<file path="src/rtl/ritc_phase_scan_controller.sv">
// ritc_phase_scan_controller
//
// Runs a RITC phase scan in the user clock domain. For each step the
// controller waits for the sampled inputs to settle and requests a scan from
// the phase-scanner registers. After the 2-flop resync it latches the scanner
// outputs and offers them to the readout as a 40-bit snapshot. Once the
// snapshot has been transferred, it advances the MMCM fine phase by one
// increment and waits for PSDONE.
//
// Ports
//   user_clk_i, user_rst_i      clock, synchronous active-high reset
//   start_i, abort_i, nsteps_i  scan control; nsteps_i is latched on an accepted start
//   ps_en_o, ps_incdec_o        MMCM PSEN pulse, PSINCDEC (always increment)
//   ps_done_i                   MMCM PSDONE
//   user_scan_o                 one-cycle scan request to the phase scanner
//   clk_q_i .. vcdl_q_i         resynchronized scanner outputs
//   result_valid_o/ready_i      snapshot handshake
//   result_data_o               {vcdl, ch2, ch1, ch0, clk}
//   result_step_o               step index of snapshot (0 = starting phase)
//   busy_o, done_o, timeout_o   status; timeout_o is sticky until next start
//
// state      | meaning
// -----------+-------------------------------------------------------------
// ST_IDLE    | waiting for start
// ST_SETTLE  | letting sampled inputs settle after start or phase step
// ST_SCAN    | one-cycle scan request
// ST_CAPTURE | waiting out resync, snapshot latched on last cycle
// ST_OUTPUT  | snapshot offered to readout
// ST_PS_REQ  | one-cycle PSEN
// ST_PS_WAIT | waiting for PSDONE (abort deferred until it arrives)
// ST_DONE    | one-cycle completion pulse

module ritc_phase_scan_controller #(
    parameter int SETTLE_CYCLES  = 16,
    parameter int CAPTURE_CYCLES = 4,
    parameter int PS_TIMEOUT     = 256,
    parameter int STEP_BITS      = 10
) (
    input  logic                 user_clk_i,
    input  logic                 user_rst_i,
    input  logic                 start_i,
    input  logic                 abort_i,
    input  logic [STEP_BITS-1:0] nsteps_i,
    output logic                 ps_en_o,
    output logic                 ps_incdec_o,
    input  logic                 ps_done_i,
    output logic                 user_scan_o,
    input  logic [2:0]           clk_q_i,
    input  logic [11:0]          ch0_q_i,
    input  logic [11:0]          ch1_q_i,
    input  logic [11:0]          ch2_q_i,
    input  logic                 vcdl_q_i,
    output logic                 result_valid_o,
    input  logic                 result_ready_i,
    output logic [39:0]          result_data_o,
    output logic [STEP_BITS-1:0] result_step_o,
    output logic                 busy_o,
    output logic                 done_o,
    output logic                 timeout_o
);

    // One shared down-counter times all three waits, so it is sized for the longest.
    localparam int TMR_MAX_A = (SETTLE_CYCLES > CAPTURE_CYCLES) ? SETTLE_CYCLES : CAPTURE_CYCLES;
    localparam int TMR_MAX   = (TMR_MAX_A > PS_TIMEOUT) ? TMR_MAX_A : PS_TIMEOUT;
    localparam int TMR_W     = (TMR_MAX > 1) ? $clog2(TMR_MAX) : 1;

    localparam logic [TMR_W-1:0] SETTLE_LOAD  = TMR_W'(SETTLE_CYCLES - 1);
    localparam logic [TMR_W-1:0] CAPTURE_LOAD = TMR_W'(CAPTURE_CYCLES - 1);
    localparam logic [TMR_W-1:0] PS_LOAD      = TMR_W'(PS_TIMEOUT - 1);

    typedef enum logic [2:0] {
        ST_IDLE,
        ST_SETTLE,
        ST_SCAN,
        ST_CAPTURE,
        ST_OUTPUT,
        ST_PS_REQ,
        ST_PS_WAIT,
        ST_DONE
    } state_t;

    state_t                 state_q, state_d;
    logic [TMR_W-1:0]       timer_q, timer_d;
    logic [STEP_BITS-1:0]   step_q, step_d;
    logic [STEP_BITS-1:0]   nsteps_q, nsteps_d;
    logic                   abort_pend_q, abort_pend_d;
    logic                   timeout_q, timeout_d;
    logic [39:0]            res_data_q, res_data_d;
    logic [STEP_BITS-1:0]   res_step_q, res_step_d;

    logic [STEP_BITS-1:0]   step_inc;
    logic                   abort_eff;
    logic                   ps_en_c;
    logic                   scan_c;
    logic                   valid_c;
    logic                   done_c;

    assign step_inc  = step_q + 1'b1;
    // A PSEN is outstanding in PS_WAIT, so an abort there is remembered, not acted on.
    assign abort_eff = abort_i | abort_pend_q;

    always_ff @(posedge user_clk_i) begin
        if (user_rst_i) begin
            state_q      <= ST_IDLE;
            timer_q      <= '0;
            step_q       <= '0;
            nsteps_q     <= '0;
            abort_pend_q <= 1'b0;
            timeout_q    <= 1'b0;
            res_data_q   <= '0;
            res_step_q   <= '0;
        end else begin
            state_q      <= state_d;
            timer_q      <= timer_d;
            step_q       <= step_d;
            nsteps_q     <= nsteps_d;
            abort_pend_q <= abort_pend_d;
            timeout_q    <= timeout_d;
            res_data_q   <= res_data_d;
            res_step_q   <= res_step_d;
        end
    end

    always_comb begin
        state_d      = state_q;
        timer_d      = timer_q;
        step_d       = step_q;
        nsteps_d     = nsteps_q;
        abort_pend_d = abort_pend_q;
        timeout_d    = timeout_q;
        res_data_d   = res_data_q;
        res_step_d   = res_step_q;
        ps_en_c      = 1'b0;
        scan_c       = 1'b0;
        valid_c      = 1'b0;
        done_c       = 1'b0;

        case (state_q)
            ST_IDLE: begin
                abort_pend_d = 1'b0;
                if (start_i && !abort_i) begin
                    nsteps_d  = nsteps_i;
                    timeout_d = 1'b0;
                    step_d    = '0;
                    timer_d   = SETTLE_LOAD;
                    state_d   = (nsteps_i != '0) ? ST_SETTLE : ST_DONE;
                end
            end

            ST_SETTLE: begin
                if (abort_i) begin
                    state_d = ST_IDLE;
                end else if (timer_q == '0) begin
                    state_d = ST_SCAN;
                end else begin
                    timer_d = timer_q - 1'b1;
                end
            end

            ST_SCAN: begin
                scan_c = 1'b1;
                if (abort_i) begin
                    state_d = ST_IDLE;
                end else begin
                    timer_d = CAPTURE_LOAD;
                    state_d = ST_CAPTURE;
                end
            end

            ST_CAPTURE: begin
                if (abort_i) begin
                    state_d = ST_IDLE;
                end else if (timer_q == '0) begin
                    res_data_d = {vcdl_q_i, ch2_q_i, ch1_q_i, ch0_q_i, clk_q_i};
                    res_step_d = step_q;
                    state_d    = ST_OUTPUT;
                end else begin
                    timer_d = timer_q - 1'b1;
                end
            end

            ST_OUTPUT: begin
                valid_c = 1'b1;
                if (abort_i) begin
                    state_d = ST_IDLE;
                end else if (result_ready_i) begin
                    step_d  = step_inc;
                    state_d = (step_inc == nsteps_q) ? ST_DONE : ST_PS_REQ;
                end
            end

            ST_PS_REQ: begin
                if (abort_i) begin
                    state_d = ST_IDLE;
                end else begin
                    ps_en_c      = 1'b1;
                    timer_d      = PS_LOAD;
                    abort_pend_d = 1'b0;
                    state_d      = ST_PS_WAIT;
                end
            end

            ST_PS_WAIT: begin
                abort_pend_d = abort_eff;
                if (ps_done_i) begin
                    timer_d = SETTLE_LOAD;
                    state_d = abort_eff ? ST_IDLE : ST_SETTLE;
                end else if (timer_q == '0) begin
                    timeout_d = 1'b1;
                    state_d   = abort_eff ? ST_IDLE : ST_DONE;
                end else begin
                    timer_d = timer_q - 1'b1;
                end
            end

            ST_DONE: begin
                done_c  = 1'b1;
                state_d = ST_IDLE;
            end

            default: begin
                state_d = ST_IDLE;
            end
        endcase
    end

    assign ps_en_o        = ps_en_c;
    assign ps_incdec_o    = 1'b1;
    assign user_scan_o    = scan_c;
    assign result_valid_o = valid_c;
    assign result_data_o  = res_data_q;
    assign result_step_o  = res_step_q;
    assign busy_o         = (state_q != ST_IDLE);
    assign done_o         = done_c;
    assign timeout_o      = timeout_q;

endmodule
</file>
<file path="config.mk">
export PLATFORM = sky130hd
export DESIGN_NAME = ritc_phase_scan_controller
export DESIGN_NICKNAME = d
export VERILOG_FILES = /design/src/rtl/ritc_phase_scan_controller.sv
export SDC_FILE = /design/constraint.sdc
export NUM_CORES = 1
export LEC_CHECK = 0
export ABC_CLOCK_PERIOD_IN_PS = 4200
export BUFFER_PORTS_ARGS = -buffer_cell sky130_fd_sc_hd__buf_2
export CAP_MARGIN = 20
export CORE_UTILIZATION = 40
export CTS_BUF_LIST = sky130_fd_sc_hd__clkbuf_4 sky130_fd_sc_hd__clkbuf_8
export DETAILED_ROUTE_END_ITERATION = 8
export PLACE_DENSITY = 0.74
export SLEW_MARGIN = 25
export SYNTH_ARGS = -nofsm -noshare
export SYNTH_HDL_FRONTEND = slang
export SYNTH_SLANG_ARGS = --single-unit
export TNS_END_PERCENT = 1
</file>
<file path="constraint.sdc">
create_clock -name user_clk_i -period 4.2 [get_ports user_clk_i]
set_input_delay 0.84 -clock user_clk_i [delete_from_list [all_inputs] [get_ports user_clk_i]]
set_output_delay 0.84 -clock user_clk_i [all_outputs]
set_load 0.05 [all_outputs]
</file>
### Yosys cells after proc, flatten, opt, wreduce, memory -nomap -nowiden

Index checks and enable logic that the tools add are counted.

* bits in registers: 83
* latch bits: 0
* RAM bits: 0
* memory bits (read-only): 0
* bits of input ports: 56
* output and inout port bits: 57
* logic and storage cells: 88
* memories kept: 0

* add/subtract/negate cells: 2
* multipliers: 0
* divide/modulo/power cells: 0
* magnitude comparators: 0
* equal/unequal tests: 20
* shift-type cells: 0
* mux-type cells: 38
* bitwise operators: 2
* reduce and logical (&&, ||, !) cells: 18

Operator list (count)
* 8-bit two-way mux: 6
* 8-bit case mux with 5 select lines: 1
* 3-bit two-way mux: 12
* 10-bit two-way mux: 3
* 3-bit case mux with 8 select lines: 1
* 10-bit case mux with 2 select lines: 1
* 2-bit inequality test, second input constant: 8
* 3-bit equality test, second input constant: 4
* 3-bit inequality test, second input constant: 4
* 10-bit by 1-bit adder with 10-bit output, second input constant: 1
* 10-bit equality test: 1
* 1-bit two-way mux: 10
* 5-bit AND reduction: 2
* 10-bit nonzero test: 1
* 8-bit zero test: 1
* 4-bit AND reduction: 2
* 8-bit by 1-bit subtractor with 8-bit output, second input constant: 1
* 3-bit by 2-bit equality test with 1-bit output, second input constant: 2
* 3-bit nonzero test: 2
* 5-bit nonzero test: 1
* 2-bit two-way mux: 2
* 2-bit AND reduction: 2
* 2-bit nonzero test: 2
* 3-bit by 1-bit equality test with 1-bit output, second input constant: 1
* other kinds (9): 9

### Depth between registers and ports, before layout

Gate-level depths: netlist of the first run.

* depth in word-level cells: 6
* mapped depth: 9
* depth with buffers taken out: 7

### Least setup slack after synthesis of the first run

No wires, ideal clock.

* kind: register -> output
* from: register state_q[1]
* to: output port user_scan_o
* data arrival time: 1.860 ns
* required time: 3.360 ns
* setup slack: 1.500 ns
* stages on the path, launching flop included: 3
* buffers on the path: 1
* cells stage by stage: dfxtp_1 > clkbuf_1 > nor3b_1

* word-level cells in the longest chain between the ends: 2

Ends and longest elaborated chain
* start: declaration: RTL line 82 `state_t state_q, state_d;`
* start signal: assignment: RTL line 113 `state_q <= state_d;`
* 3-bit by 2-bit equality test with 1-bit output: RTL line 138 `case (state_q)`
* 1-bit two-way mux: RTL line 138
* end: declaration: RTL line 47 `output logic user_scan_o,`

No other way between the ends.

### Final worst setup path of the first run

* from: register state_q[2]
* to: output port ps_en_o

* word-level cells in the longest chain between the ends: 2

Ends and longest elaborated chain
* 3-bit equality test: RTL line 138
* 1-bit two-way mux: RTL line 138
* end: declaration: RTL line 44 `output logic ps_en_o,`

No other way between the ends.

==> flow_metrics.tcl, run 1 <==
set metrics [dict create \
    antenna_found_initial 0 \
    n_antenna_cell 0 \
    synth_seq_cells 83 \
    nNetsFinal 651 \
    coreArea_mm2 0.008891 \
    h-tree-depth 3 \
    grt_usage 0.1832 \
    power_mw 1.526 \
    dp_slack_ns 1.341 \
    finalSetupViolCount 0 \
    viasPerCell 5.257 \
    critical_path.slowest_cell "dfxtp_1" \
    grt_pass1_vias 3307 \
    pwr-share-clk 0.369 \
    dr.pass1.iters 4 \
    ant_nets 0 \
    vias 3706 \
    clk_latency_ns 0.34 \
    dpl_cell_area_mm2 0.004315 \
    drtIter0Drc 133 \
    synth.most_common_cell "nand2_1" \
    synth.top_cells.by_count "138 x nand2_1, 85 x a21oi_1, 83 x dfxtp_1, 30 x nor2_1, 26 x clkbuf_1" \
    cp_cell_sequence "nand3_1 -> nor2_1 -> buf_2" \
    synth_top_area_frac 0.4427 \
    wirelength_um 9189 \
    ys_seq_area_frac 0.4427 \
    drc 0 \
    area_growth_pct 20.17 \
    p_sw_mw 0.4113 \
    placed_cells 689 \
    cts_max_path_buffers 2 \
    fin_cells 705 \
    cts_resized 0 \
    clock-sinks 83 \
    dp_hpwl_um 6462 \
    final.setup.worst_slack_ns 1.568 \
    status "finished clean" \
    drive_gt1_frac 0.2228 \
    fp.dieH_um 98.87 \
    cts_root_buffer "clkbuf_8" \
    synth-main-ff-cell "dfxtp_1" \
    critPathArrivalTime_ns 1.79 \
    row_count 34 \
    numCtsBuffers 9 \
    totalNegativeSetupSlack_ns 0 \
    p_per_area_mw_per_mm2 338.3 \
    period_share 0.6266 \
    grt_max_degree 54 \
    start_util 0.4222 \
    maxSlewViolCount 0 \
    dieArea_mm2 0.009775 \
    drv_cap 0 \
    final-hold-violation-count 0 \
    portBuffers 111 \
    period_minus_slack_ns 2.632 \
    grt-ovfl-total 0 \
    clock_skew_ns 0.01445 \
    synthCells 503 \
    grt_setup_unrepaired "no" \
    clkSlewWorstSetupHoldPaths_ns 0.09 \
    yosysTopAreaCell "dfxtp_1" \
    p_leak_nw 1.836 \
    switching_share 0.2695 \
    comb_power_share 0.097 \
    num-fill-cells 888 \
    syn_avg_cell_area_um2 7.462 \
    syn_area_mm2 0.003754 \
    die_x_um 98.87 \
    relSlewSlack 0.3634 \
    netlist-cell-type-count 49 \
    max_freq_mhz 380.0 \
    tightest_slew_ns 0.9549 \
    synth_nets 562 \
    cp-start-kind "flip-flop" \
    async_reset_ff_frac 0 \
    cts_tree "yes" \
    globalplace.congestion 0.9051 \
    synth_area_leaders "dfxtp_1 44%, nand2_1 14%, a21oi_1 11%" \
    max_stage_delay_ns 0.73 \
    grt_pass1_wl_um 14660 \
    cp.required_ns 3.36 \
    cts_setup_buffers 0 \
    holdBufCountCts 0 \
    yosysWarnings 0 \
    design_area_mm2 0.004511 \
    routedWlPerCell_um 13.03 \
    pin_count 113 \
    vdd_ir_drop_max_v 0.0001903 \
    seq_power_share 0.534 \
    internal_power_mw 1.115 \
    criticalPathCategory "reg2out" \
    cp_max_fo 21 \
    synth_edf_count 0 \
    holdCritPathClass "reg2reg" \
    end_kind "primary output" \
]
==> metal layers <==
layer  track usage  routed length (um)
met5             0                   0
met2        0.3174                4378
met4       0.06429                  95
met3       0.03191                 556
met1        0.2286                4159
==> cell families (layout without fill, tap and decap cells) <==
logic type,after synthesis,after routing,synth area share
simple gates,230,230,0.2760
xor+xnor,11,11,0.02567
fa+ha+maj,3,3,0.01000
other cells,1,1,0.0009990
buf+inv,41,135,0.04467
flops,83,83,0.4427
mux,1,1,0.003000
compound gates,133,133,0.1970
==> metrics by stage <==
step | hold slack, ns | util
final | 0.4541 | 0.5073
after global routing | 0.4734 | 0.5073
after CTS | 0.4562 | 0.5073
after detailed placement | 0.4437 | 0.4854
after global placement | 0.4386 | 0.4854
after floorplan | 0.4478 | -
==> final timing paths <==
kind	start	to	slack, ns	cells after the start
worst max-delay path	state_q[2]	ps_en_o	1.57	3
worst min-delay path	result_step_o[1]	result_step_o[1]	0.45	2
worst max register to register	timer_q[0]	result_data_o[39]	1.60	7
worst min register to register	result_step_o[1]	result_step_o[1]	0.45	2
==> cells in the final DEF (no fill, tap or decap), types with 6 or more instances in the layout <==
cell,instances
or3_1,7
clkbuf_8,11
dfxtp_1,83
inv_1,6
nor2_1,30
o21ai_0,22
nor3_1,9
xnor2_1,9
a21oi_1,85
buf_2,111
nand2_1,138
and3_1,6
==> critical path, delay by kind of cell, from the launching register on <==
kind | cells | cell delay, ns
flops | 1 | 0.73
simple gates | 2 | 0.45
buf+inv | 1 | 0.28
==> registers in the layout, summed over array words and instances, names as in the netlist <==
| name | count |
|---|---|
| timeout_o | 1 |
| nsteps_q | 10 |
| abort_pend_q | 1 |
| result_step_o | 10 |
| state_q | 3 |
| timer_q | 8 |
| result_data_o | 40 |
| step_q | 10 |
==> power by group through the flow <==
| stage | registers [mW] | clock network [mW] | logic (mW) |
|---|---|---|---|
| floorplan | 0.826 | 0 | 0.102 |
| global placement | 0.832 | 0 | 0.144 |
| detailed placement | 0.834 | 0 | 0.146 |
| CTS | 0.815 | 0.581 | 0.147 |
| global route | 0.818 | 0.611 | 0.164 |
| finish | 0.815 | 0.563 | 0.148 |
==> final cells by class <==
class	count	area (um^2)	share of cell area
Clock buffer	11	151.4	0.03356
Inverter	6	22.52	0.004993
Clock inverter	5	43.79	0.009709
Multi-Input combinational cell	379	1926	0.4269
Sequential cell	83	1662	0.3684
Timing Repair Buffer	113	570.5	0.1265
Tap cell	108	135.1	0.02996
Power figures use the tool's default switching activity.
==> run 2, diff against run 1 <==
ABC_AREA = 1   (was not set)
ABC_CLOCK_PERIOD_IN_PS = 2450   (was 4200)
PLACE_DENSITY = 0.73   (was 0.74)
clock period = 2.45 ns   (was 4.2 ns; I/O delays follow)
==> flow_metrics.tcl, run 2 <==
set metrics [dict create \
    status "finished clean" \
    largest_reg_flops 40 \
    seq_power_share 0.391 \
    internal_power_mw 2.447 \
    cp-start-kind "flip-flop" \
    antenna_found_initial 0 \
    tightest_slew_ns 0.6855 \
    maxSlewViolCount 0 \
    path_buf_inv 1 \
    period_minus_slack_ns 2.165 \
    holdCritPathClass "in2reg" \
    reg2reg_to "result_data_o[0]" \
    fp.dieH_um 99.53 \
    holdBufCountCts 0 \
    cts_root_buffer "clkbuf_8" \
    clk_latency_ns 0.35 \
    portBuffers 111 \
    routedWlPerCell_um 12.34 \
    grt_setup_unrepaired "no" \
    r2r_start "state_q[2]" \
    synth_top_area_frac 0.4367 \
    synth_edf_count 0 \
    max_freq_mhz 461.9 \
    cp_cell_sequence "nand3_1 -> nor2_1 -> buf_2" \
    criticalPathCategory "reg2out" \
    grt_use_met3 0.05692 \
    cp_max_fo 8 \
    grt_pass1_wl_um 15810 \
    clock-sinks 83 \
    cts_setup_buffers 0 \
    synth_nets 600 \
    drc 0 \
    dieArea_mm2 0.009906 \
    vias 3797 \
    critPathArrivalTime_ns 1.67 \
    max_stage_delay_ns 0.53 \
    coreArea_mm2 0.009240 \
    ant_nets 0 \
    min_to "result_data_o[6]" \
    netlist-cell-type-count 36 \
    fin_cells 775 \
    top_usage_layer "met2" \
    synth.most_common_cell "nor2_1" \
    dp_hpwl_um 6797 \
    viasPerCell 4.899 \
    cp.required_ns 1.96 \
    critPathTopFamily "flip-flops" \
    area_growth_pct 21.11 \
    grt_use_met2 0.3264 \
    finalSetupViolCount 0 \
    drv_cap 0 \
    cts_max_path_buffers 2 \
    synth.top_cells.by_count "124 x nor2_1, 83 x dfxtp_1, 81 x nand2_1, 59 x o21ai_0, 40 x inv_1" \
    grtUsageMet1 0.2472 \
    grt-ovfl-total 0 \
    syn_avg_cell_area_um2 7.033 \
    cts_tree "yes" \
    final-hold-violation-count 0 \
    dr.pass1.iters 5 \
    p_sw_mw 1.634 \
    p_leak_nw 2.234 \
    yosysWarnings 0 \
    switching_share 0.4003 \
    synth_area_leaders "dfxtp_1 44%, nor2_1 12%, nand2_1 8.0%" \
    numCtsBuffers 9 \
    pwr-share-clk 0.242 \
    row_count 35 \
    grt_pass1_vias 3512 \
    syn_area_mm2 0.003805 \
    placed_cells 759 \
    pin_count 113 \
    wirelength_um 9564 \
    drtIter0Drc 183 \
    hold_slack_ns 0.3547 \
    design_area_mm2 0.004608 \
    async_reset_ff_frac 0 \
    start_util 0.4118 \
    ys_seq_area_frac 0.4367 \
    rrSetupSlack_ns 0.65 \
    layout.cells.most_common "nor2_1" \
    synth_seq_cells 83 \
    cts_resized 0 \
    relSlewSlack 0.5424 \
    yosysTopAreaCell "dfxtp_1" \
    min_path_cells 3 \
    rr_worst_depth 8 \
    clkSlewWorstSetupHoldPaths_ns 0.08 \
    hold_start "ch0_q_i[3]" \
    dpl_cell_area_mm2 0.004410 \
    num-fill-cells 909 \
    synthCells 541 \
    comb_power_share 0.367 \
    h-tree-depth 3 \
    die_x_um 99.53 \
    vdd_ir_drop_max_v 0.0003759 \
    drive_gt1_frac 0.2477 \
    globalplace.congestion 0.9150 \
    synth-main-ff-cell "dfxtp_1" \
    p_per_area_mw_per_mm2 885.5 \
    grt_max_degree 55 \
    nNetsFinal 700 \
    critical_path.slowest_cell "dfxtp_1" \
    totalNegativeSetupSlack_ns 0 \
    end_kind "primary output" \
    clock_skew_ns 0.007763 \
    grt_usage 0.1980 \
    n_antenna_cell 0 \
    layout_common_cells "124 x nor2_1, 111 x buf_2, 83 x dfxtp_1" \
    period_share 0.8837 \
]
[run 2: changes by cell type after synthesis, sizes merged, moves of 4 or more]
cell,change
nor2,+102
o21ai,+53
nand2,-51
a21oi,-49
inv,+43
clkbuf,-16
nand3,+13
xnor2,-9
or3,-7
buf,+6
and3,-5
nor2b,-5
a211oi,-4
[run 2: logic make-up (layout without fill, tap and decap cells)]
group | after synthesis | in the layout | synth area share
AND/OR/NAND/NOR | 253 | 253 | 0.2848
other | 1 | 1 | 0.0009856
XOR/XNOR | 5 | 5 | 0.01151
buffers and inverters | 75 | 180 | 0.08813
AO/OA/AOI/OAI | 121 | 121 | 0.1680
adder cells (fa/ha/maj) | 3 | 3 | 0.009866
flip-flops | 83 | 83 | 0.4367
[run 2: power by group through the flow]
stage          Sequential [mW]  Clock, mW  Combinational, mW
2_1_floorplan             1.69          0               1.13
3_3_place_gp              1.62          0               1.45
3_5_place_dp              1.62          0               1.48
4_1_cts                   1.59       1.02               1.49
5_1_grt                   1.61       1.08               1.65
6_report                  1.59      0.989               1.50
[run 2: metrics by stage]
| stage | setup slack (ns) | utilization | power (mW) |
|---|---|---|---|
| 3_3_place_gp | 0.6967 | 0.4773 | 3.067 |
| 4_1_cts | 0.2941 | 0.4987 | 4.101 |
| 6_report | 0.2850 | 0.4987 | 4.081 |
| 5_1_grt | 0.1708 | 0.4987 | 4.344 |
| 3_5_place_dp | 0.6446 | 0.4773 | 3.099 |
| 2_1_floorplan | 0.5845 | - | 2.820 |
[run 2: worst max path at each step]
stage / from / end / slack, ns / cells after the start
6_report: state_q[2] / ps_en_o / 0.29 / 3
5_1_grt: state_q[2] / ps_en_o / 0.17 / 3
4_1_cts: state_q[2] / ps_en_o / 0.29 / 3
3_5_place_dp: state_q[2] / result_data_o[20] / 0.64 / 8
3_3_place_gp: abort_i / timer_q[0] / 0.70 / 7
2_1_floorplan: abort_i / ps_en_o / 0.58 / 2
[run 2: worst register-to-register path, stage by stage (launching register included)]
cell and delay [ns]:
dfxtp_1 0.53, clkinv_2 0.17, nand2_2 0.12, nor2_2 0.05, nand2_2 0.09, nor2_4 0.05, inv_2 0.50, nor2_1 0.11
nor2_1 0.12
[run 2: layout make-up]
| class | count | area [um^2] | area share |
|---|---|---|---|
| clock inverter | 4 | 51.30 | 0.01113 |
| multi-input combinational | 383 | 1808 | 0.3923 |
| inverter | 50 | 188.9 | 0.04100 |
| clock buffer | 12 | 146.4 | 0.03177 |
| tap | 129 | 161.4 | 0.03503 |
| timing repair buffer | 114 | 590.6 | 0.1282 |
| sequential | 83 | 1662 | 0.3606 |
[run 2: layer usage]
metal | share of wire | up-vias
met5 | 0 | -
met4 | 0.013 | 0
met3 | 0.092 | 12
met2 | 0.45 | 154
met1 | 0.44 | 1701
li1 | - | 1930
